## src/rtl/pipe_pkg.sv

```systemverilog
// Shared types and constants for the elastic pipeline stage register.
// Stats width is also used when PIPE_STAGE_STATS_EN is defined.
package pipe_pkg;

    typedef enum logic [1:0] {
        EMPTY = 2'd0,
        ONE   = 2'd1,
        TWO   = 2'd2
    } PipeState_t;

    localparam int unsigned STATS_W = 32;
    localparam logic [STATS_W-1:0] STATS_INC = STATS_W'(1);

endpackage : pipe_pkg

```

## src/rtl/pipe_stage_stats.sv

```systemverilog
// Bubble and backpressure cycle counters for one pipeline stage.
// Built only when PIPE_STAGE_STATS_EN is defined.
module pipe_stage_stats
    import pipe_pkg::*;
(
    input  logic               clk,
    input  logic               reset,
    input  logic               hold,
    input  logic               out_valid,
    input  logic               out_ready,
    output logic [STATS_W-1:0] stat_bubbles,
    output logic [STATS_W-1:0] stat_backpressure
);

    logic [STATS_W-1:0] r_bubbles;
    logic [STATS_W-1:0] r_backpressure;
    logic               w_bubble;
    logic               w_stall;

    // A frozen stage is not a bubble, only an idle unfrozen one is.
    assign w_bubble = !out_valid && !hold;
    assign w_stall  = out_valid && !out_ready;

    // Counters wrap naturally; flush is deliberately not an input here.
    always_ff @(posedge clk or posedge reset) begin
        if (reset) begin
            r_bubbles      <= '0;
            r_backpressure <= '0;
        end else begin
            if (w_bubble) r_bubbles      <= r_bubbles + STATS_INC;
            if (w_stall)  r_backpressure <= r_backpressure + STATS_INC;
        end
    end

    assign stat_bubbles      = r_bubbles;
    assign stat_backpressure = r_backpressure;

endmodule : pipe_stage_stats

```

## src/rtl/pipe_stage_reg.sv

```systemverilog
// Elastic pipeline register: main slot + skid slot, hazard hold, masked flush.
// Define PIPE_STAGE_STATS_EN to add stat_bubbles / stat_backpressure ports.
module pipe_stage_reg
    import pipe_pkg::*;
#(
    parameter int unsigned      WIDTH       = 32,
    parameter logic [WIDTH-1:0] RESET_VALUE = '0,
    parameter logic [WIDTH-1:0] FLUSH_MASK  = '1
) (
    input  logic               clk,
    input  logic               reset,
    input  logic               flush,
    input  logic               hold,
    input  logic               in_valid,
    output logic               in_ready,
    input  logic [WIDTH-1:0]   in_data,
    output logic               out_valid,
    input  logic               out_ready,
    output logic [WIDTH-1:0]   out_data
`ifdef PIPE_STAGE_STATS_EN
    ,
    output logic [STATS_W-1:0] stat_bubbles,
    output logic [STATS_W-1:0] stat_backpressure
`endif
);

    PipeState_t       r_state;
    logic [WIDTH-1:0] r_main;
    logic [WIDTH-1:0] r_skid;
    logic             w_accept;
    logic             w_emit;
    logic [WIDTH-1:0] w_main_flushed;
    logic [WIDTH-1:0] w_skid_flushed;

    // in_ready depends only on hold and registered state, never on out_ready.
    assign in_ready  = !hold && (r_state != TWO);
    assign out_valid = !hold && (r_state != EMPTY);
    assign out_data  = r_main;

    assign w_accept = in_valid && in_ready;
    assign w_emit   = out_valid && out_ready;

    assign w_main_flushed = (r_main & ~FLUSH_MASK) | (RESET_VALUE & FLUSH_MASK);
    assign w_skid_flushed = (r_skid & ~FLUSH_MASK) | (RESET_VALUE & FLUSH_MASK);

    // NOTE: state and both data slots use non-blocking assignments so every
    // read in this block sees the pre-edge value (TWO->ONE reads old r_skid).
    // NOTE: the data slots are reset too, because out_data must show
    // RESET_VALUE straight out of reset even though out_valid is low.
    always_ff @(posedge clk or posedge reset) begin
        if (reset) begin
            r_state <= EMPTY;
            r_main  <= RESET_VALUE;
            r_skid  <= RESET_VALUE;
        end else if (flush) begin
            r_state <= EMPTY;
            r_main  <= w_main_flushed;
            r_skid  <= w_skid_flushed;
        end else begin
            // hold forces w_accept and w_emit low, so nothing below fires.
            case (r_state)
                EMPTY: begin
                    if (w_accept) begin
                        r_state <= ONE;
                        r_main  <= in_data;
                    end
                end
                ONE: begin
                    if (w_accept && w_emit) begin
                        r_main <= in_data;
                    end else if (w_accept) begin
                        r_state <= TWO;
                        r_skid  <= in_data;
                    end else if (w_emit) begin
                        r_state <= EMPTY;
                    end
                end
                TWO: begin
                    if (w_emit) begin
                        r_state <= ONE;
                        r_main  <= r_skid;
                    end
                end
                default: r_state <= EMPTY;
            endcase
        end
    end

`ifdef PIPE_STAGE_STATS_EN
    pipe_stage_stats u_stats (
        .clk               (clk),
        .reset             (reset),
        .hold              (hold),
        .out_valid         (out_valid),
        .out_ready         (out_ready),
        .stat_bubbles      (stat_bubbles),
        .stat_backpressure (stat_backpressure)
    );
`endif

endmodule : pipe_stage_reg

```

## config.mk

```make
export PLATFORM = sky130hd
export DESIGN_NAME = pipe_stage_reg
export DESIGN_NICKNAME = d
export VERILOG_FILES = /design/src/rtl/pipe_pkg.sv /design/src/rtl/pipe_stage_stats.sv /design/src/rtl/pipe_stage_reg.sv
export SDC_FILE = /design/constraint.sdc
export NUM_CORES = 1
export LEC_CHECK = 0
export ABC_AREA = 1
export BUFFER_PORTS_ARGS = -buffer_cell sky130_fd_sc_hd__buf_4
export CAP_MARGIN = 5
export CORE_MARGIN = 4
export CORE_UTILIZATION = 45
export CTS_CLUSTER_SIZE = 12
export DETAILED_ROUTE_END_ITERATION = 10
export PLACE_DENSITY = 0.68
export SYNTH_ARGS = -nofsm -noshare
export SYNTH_HDL_FRONTEND = slang
export SYNTH_HIERARCHICAL = 1
export SYNTH_SLANG_ARGS = --single-unit
```

## constraint.sdc

```tcl
create_clock -name clk -period 2.4 [get_ports clk]
set_input_delay 0.48 -clock clk [delete_from_list [all_inputs] [get_ports clk]]
set_output_delay 0.48 -clock clk [all_outputs]
set_load 0.01 [all_outputs]
```

==> results.sh, run 1 <==
export IMPL_status="finished clean"
export IMPL_power_density_nw_per_um2=752
export IMPL_synth_edf_count=0
export IMPL_cp_slowest_cell="dfrtp_1"
export IMPL_crit_buf_inv=2
export IMPL_grt_antenna_before_repair=0
export IMPL_drt_iter0_markers=319
export IMPL_synth_compound_area_frac=0.0512
export IMPL_post_route_drc_count=0
export IMPL_ioPinCount=72
export IMPL_cp_end_kind="flop"
export IMPL_grt_pass1_wl_um=14000
export IMPL_arrival_ns=2.16
export IMPL_max_slew_margin_rel=0.635
export IMPL_r2r_cells=10
export IMPL_r2r_start="r_state[0]"
export IMPL_stdcell_area_um2=4020
export IMPL_stdcell_count=586
export IMPL_synth_adder_area_share=0
export IMPL_dp_cells=570
export IMPL_post_cts_resized=0
export IMPL_syn_area_um2=3220
export IMPL_cts_tree="built"
export IMPL_finalSetupTns_ns=0
export IMPL_synth_top_area_share=0.512
export IMPL_cts_sinks=66
export IMPL_htree_levels=3
export IMPL_grtUsageTotal=0.203
export IMPL_synth_top_area_cell="dfrtp_1"
export IMPL_path_cells="inv_2 > nand2_2 > buf_4 > nand3_2 > nor2_1 > nand2_1 > nand2_4 > nand2_4 > nand2_1 > nand2_1"
export IMPL_synth_top_family_by_area="simple AND/OR/NAND/NOR gates"
export IMPL_synth_area_leaders="dfrtp_1 (51%), nand2_1 (24%), nand3_1 (10%), a21oi_1 (5.0%), buf_4 (2.1%)"
export IMPL_hold_path_class="in -> async"
export IMPL_rows=30
export IMPL_dpl_cell_area_um2=3800
export IMPL_ir_drop_uv=272
export IMPL_required_ns=2.62
export IMPL_final_common_cell="nand2_1"
export IMPL_dr_pass1_iters=5
export IMPL_worst_path_max_fanout=32
export IMPL_post_cts_setup_buffer_count=0
export IMPL_die_x_um=92.6
export IMPL_synth_seq_area_share=0.512
export IMPL_synth_mux_area_frac=0
export IMPL_hold_viol=0
export IMPL_gp_congestion=0.796
export IMPL_syn2layout_area_growth_pct=24.6
export IMPL_ff2ff_setup_slack_ns=0.45
export IMPL_max_freq_mhz=514
export IMPL_clkTransAtPathRegs_ns=0.08
export IMPL_synth_cells=422
export IMPL_io_buffers=71
export IMPL_vias=2995
export IMPL_post_synth_and_or_nand_nor_area_fraction=0.372
export IMPL_overflow=0
export IMPL_start_kind="flop"
export IMPL_cts_hold_buf=0
export IMPL_setup_viol=0
export IMPL_ant_nets=0
export IMPL_initial_core_util=0.469
export IMPL_mostFrequentLayoutCells="nand2_1 (204), buf_4 (78), nand3_1 (67)"
export IMPL_clock_skew_ns=0.00910
export IMPL_rsz0062_at_grt="false"
export IMPL_utilization=0.585
export IMPL_cts_path_max_buffers=2
export IMPL_wirelength_um=8190
export IMPL_grt_pass1_vias=2863
export IMPL_num_antenna_cells=0
export IMPL_slowest_delay_ns=0.39
export IMPL_p_leak_nw=2.23
export IMPL_hold_ws_ns=0.192
export IMPL_path_common_cell="nand2_1"
export IMPL_post_route_period_util=0.811
export IMPL_vias_per_cell=5.11
export IMPL_avgSynthCellArea_um2=7.64
export IMPL_synth_yosys_warnings=6
export IMPL_layout_drive_gt1_share=0.218
export IMPL_wl_per_cell_um=14.0
export IMPL_ys_seq_elements=66
export IMPL_hpwlAfterDp_um=5390
export IMPL_maxCapViolCount=0
export IMPL_ctsRootBufferMaster="clkbuf_8"
export IMPL_chipHeight_um=92.6
export IMPL_syn_nets=460
export IMPL_dieArea_um2=8580
export IMPL_async_flop_share=1.00
export IMPL_synth_ff_type="dfrtp_1"
export IMPL_synthXorXnorAreaFrac=0
export IMPL_cts_buffers=9
export IMPL_drv_slew=0
export IMPL_grt_max_degree=43
export IMPL_fin_crit_ns=1.95
export IMPL_r2r_end="out_data[30]"
export IMPL_fin_nets=523
export IMPL_crit_type="reg -> reg"
export IMPL_tightestPinTransition_ns=0.546
export IMPL_coreArea_um2=6870
export IMPL_clk_latency_ns=0.33
export IMPL_yosysUniqueCellTypes=19
export IMPL_cp_top_family="simple AND/OR/NAND/NOR gates"
-- metrics by stage --
step,worst slack [ns],power (mW)
final,0.454,3.02
after global placement,0.458,2.01
after CTS,0.448,3.05
after global routing,0.251,3.19
after detailed placement,0.414,2.02
after floorplan,0.265,1.72
-- worst register-to-register path, cell delays in order (launching register included) --
cell and delay [ns]:
dfrtp_1 0.39, inv_2 0.08, nand2_2 0.08, buf_4 0.24
nand3_2 0.14, nor2_1 0.13, nand2_1 0.09, nand2_4 0.22
nand2_4 0.27, nand2_1 0.14, nand2_1 0.06
-- worst max-delay path by stage --
stage                               to  cells past startpoint  slack, ns       start
after global routing      out_data[23]                     10       0.25  r_state[0]
after floorplan            out_data[0]                      1       0.27       reset
final                     out_data[30]                     10       0.45  r_state[0]
after CTS                 out_data[30]                     10       0.45  r_state[0]
after detailed placement  out_data[30]                      9       0.41        hold
after global placement    out_data[18]                      9       0.46        hold
-- per-layer routing --
layer / vias up / track usage / wire length [um]
met2: 73 / 0.320 / 3870
met1: 1442 / 0.288 / 3850
met5: - / 0 / 0
met4: 0 / 0.0464 / 54
li1: 1473 / - / -
met3: 7 / 0.0463 / 412
-- cell type report --
class                           count  area [um^2]
Timing Repair Buffer               80          626
Clock buffer                       11          141
Tap cell                           96          120
Inverter                           10         37.5
Fill cell                         643         2850
Multi-Input combinational cell    318         1360
Sequential cell                    66         1650
Clock inverter                      5         77.6
-- logic make-up after synthesis --
kind of cell	count (synthesis)
simple gates	285
flops	66
buf+inv	38
compound gates	33
-- registers in the layout, summed over array words and instances, names as in the netlist --
register / flops
out_data: 32
r_state: 2
r_skid: 32
-- power breakdown --
group | switching, mW | total [mW] | internal, mW
clock | 0.421 | 1.03 | 0.610
combinational | 0.393 | 0.673 | 0.280
sequential | 0.0787 | 1.32 | 1.24
total | 0.892 | 3.02 | 2.13
-- cells in the mapped netlist, types with 2 or more instances --
cell type / number
clkbuf_1: 8
a21oi_1: 32
buf_6: 3
nor2_1: 5
nand2_1: 204
buf_4: 9
inv_2: 4
nand2_2: 2
dfrtp_1: 66
nand2_4: 2
nand3_1: 67
inv_1: 5
nor2_4: 2
buf_2: 8
Power figures use the tool's default switching activity.
==> inputs of run 2 (changes only) <==
Settings changed: ABC_AREA 1 to 0, PLACE_DENSITY 0.68 to 0.71.
Clock period 2.4 ns to 1.7 ns, I/O delays scaled along.
==> run 2 against run 1 <==
- clock power grew 60%
- synthesized cell count shrank 18%
- critical endpoint is now in_ready
- setup slack lost 0.39 ns
- largest power group unchanged
- critical path type is now reg -> out
==> results.sh, run 2 <==
export IMPL_vias_per_cell=5.31
export IMPL_post_route_drc_count=0
export IMPL_clkTransAtPathRegs_ns=0.07
export IMPL_wl_per_cell_um=14.9
export IMPL_layout_drive_gt1_share=0.253
export IMPL_mostFrequentLayoutCells="buf_4 (78), a21oi_1 (65), nand2_1 (65)"
export IMPL_initial_core_util=0.468
export IMPL_yosysUniqueCellTypes=24
export IMPL_rsz0062_at_grt="false"
export IMPL_grtUsageTotal=0.186
export IMPL_htree_levels=3
export IMPL_grt_pass1_vias=2581
export IMPL_gp_congestion=0.752
export IMPL_synth_edf_count=0
export IMPL_hold_path_class="in -> async"
export IMPL_synth_seq_area_share=0.517
export IMPL_syn_nets=383
export IMPL_synth_yosys_warnings=6
export IMPL_tightestPinTransition_ns=0.440
export IMPL_clk_latency_ns=0.34
export IMPL_dr_pass1_iters=4
export IMPL_slowest_delay_ns=0.44
export IMPL_ctsRootBufferMaster="clkbuf_8"
export IMPL_chipHeight_um=92.3
export IMPL_dp_cells=491
export IMPL_syn_area_um2=3200
export IMPL_avgSynthCellArea_um2=9.26
export IMPL_worst_path_max_fanout=6
export IMPL_num_antenna_cells=0
export IMPL_synthTopCellsByCount="dfrtp_1 (66), a21oi_1 (65), nand2_1 (65)"
export IMPL_stdcell_area_um2=4080
export IMPL_dp_slack_ns=0.0218
export IMPL_max_slew_margin_rel=0.707
export IMPL_crit_type="reg -> out"
export IMPL_dpl_cell_area_um2=3820
export IMPL_synth_top_area_cell="dfrtp_1"
export IMPL_wirelength_um=7570
export IMPL_ioPinCount=72
export IMPL_grt_antenna_before_repair=0
export IMPL_yosysMostFrequentCell="dfrtp_1"
export IMPL_n_fill_cell=612
export IMPL_synth_cells=345
export IMPL_cp_slowest_cell="dfrtp_2"
export IMPL_setup_viol=0
export IMPL_drt_iter0_markers=151
export IMPL_max_freq_mhz=610
export IMPL_power_density_nw_per_um2=920
export IMPL_io_buffers=71
export IMPL_crit_start="r_state[1]"
export IMPL_clock_skew_ns=0.00911
export IMPL_p_leak_nw=2.01
export IMPL_fin_crit_ns=1.64
export IMPL_stdcell_count=507
export IMPL_synth_ff_type="dfrtp_1"
export IMPL_vias=2690
export IMPL_seq_area_um2=1650
export IMPL_rows=30
export IMPL_crit_buf_inv=2
export IMPL_die_x_um=92.3
export IMPL_fin_ws_ns=0.0614
export IMPL_finalSetupTns_ns=0
export IMPL_post_route_period_util=0.964
export IMPL_overflow=0
export IMPL_ir_drop_uv=475
export IMPL_status="finished clean"
export IMPL_ant_nets=0
export IMPL_grt_max_degree=67
export IMPL_synth_area_leaders="dfrtp_1 (52%), a21oi_1 (10%), mux2i_1 (10%), nand2_1 (7.6%), or3_1 (6.1%)"
export IMPL_cts_sinks=66
export IMPL_drv_slew=0
export IMPL_required_ns=1.36
export IMPL_final_common_cell="buf_4"
export IMPL_coreArea_um2=6830
export IMPL_hold_viol=0
export IMPL_async_flop_share=1.00
export IMPL_power_mw=3.75
export IMPL_hpwlAfterDp_um=4920
export IMPL_maxCapViolCount=0
export IMPL_path_cells="inv_1 > nor2_1 > nor2_1 > buf_4"
export IMPL_synth_top_area_share=0.517
export IMPL_multi_input_area_um2=1380
export IMPL_syn2layout_area_growth_pct=27.7
export IMPL_cts_path_max_buffers=2
export IMPL_cts_tree="built"
export IMPL_cp_top_family="flip-flops"
export IMPL_dieArea_um2=8510
export IMPL_grt_pass1_wl_um=12700
export IMPL_path_common_cell="nor2_1"
export IMPL_ys_seq_elements=66
export IMPL_start_kind="flop"
export IMPL_arrival_ns=1.30
export IMPL_fin_nets=444
export IMPL_cp_end_kind="output pin"
export IMPL_r2r_start="r_state[0]"
export IMPL_cts_buffers=9
==> run 2: per-stage QoR <==
step,hold slack (ns),util
2_1_floorplan,0.439,-
3_3_place_gp,0.468,0.559
3_5_place_dp,0.471,0.559
4_1_cts,0.0977,0.596
5_1_grt,0.0995,0.597
6_report,0.0744,0.597
==> run 2: metal layers <==
metal | routed length (um) | global-route usage | vias to the layer above
li1 | - | - | 1309
met1 | 3480 | 0.252 | 1306
met2 | 3590 | 0.290 | 67
met3 | 395 | 0.0451 | 8
met4 | 101 | 0.0681 | 0
met5 | 0 | 0 | -
==> run 2: where the power goes <==
part / switching, mW / internal [mW]
Sequential: 0.0301 / 1.62
Combinational: 0.247 / 0.208
Clock: 0.593 / 1.06
Total: 0.870 / 2.88
==> run 2: repair_timing <==
item | in CTS | in global routing
hold buffers | 0 | 0
setup buffers | 0 | 0
endpoints found under the setup margin | 0 | 35
resized for setup | 0 | 4
==> run 2: worst reg2reg max path, delay by kind of cell, from the launching register on <==
family	cells	cell delay, ns
and+or+nand+nor	2	0.65
buffers and inverters	1	0.18
DFF	1	0.46
AOI/OAI and AO/OA	2	0.20
==> run 2: cell families (layout without fill, tap and decap cells) <==
logic type	count (synthesis)	count (layout)	share of synthesized area
AOI/OAI and AO/OA	103	103	0.171
and+or+nand+nor	109	109	0.159
buffers and inverters	35	101	0.0529
muxes	32	32	0.100
DFF	66	66	0.517
==> run 2: final cells by class <==
type / count / area share
clock inverter: 4 / 0.0239
sequential: 66 / 0.405
clock buffer: 12 / 0.0380
timing repair buffer: 82 / 0.161
inverter: 3 / 0.00368
multi-input combinational: 244 / 0.339
tap: 96 / 0.0294
==> run 2: worst paths after layout <==
path	to	slack [ns]	cells past startpoint
worst min register to register	r_skid[30]	0.52	2
worst max-delay path	in_ready	0.06	4
worst min-delay path	out_data[10]	0.07	3
max in group asynchronous	r_state[1]	1.30	3
min in group clk	r_skid[23]	0.25	3
worst max register to register	out_data[0]	0.13	5
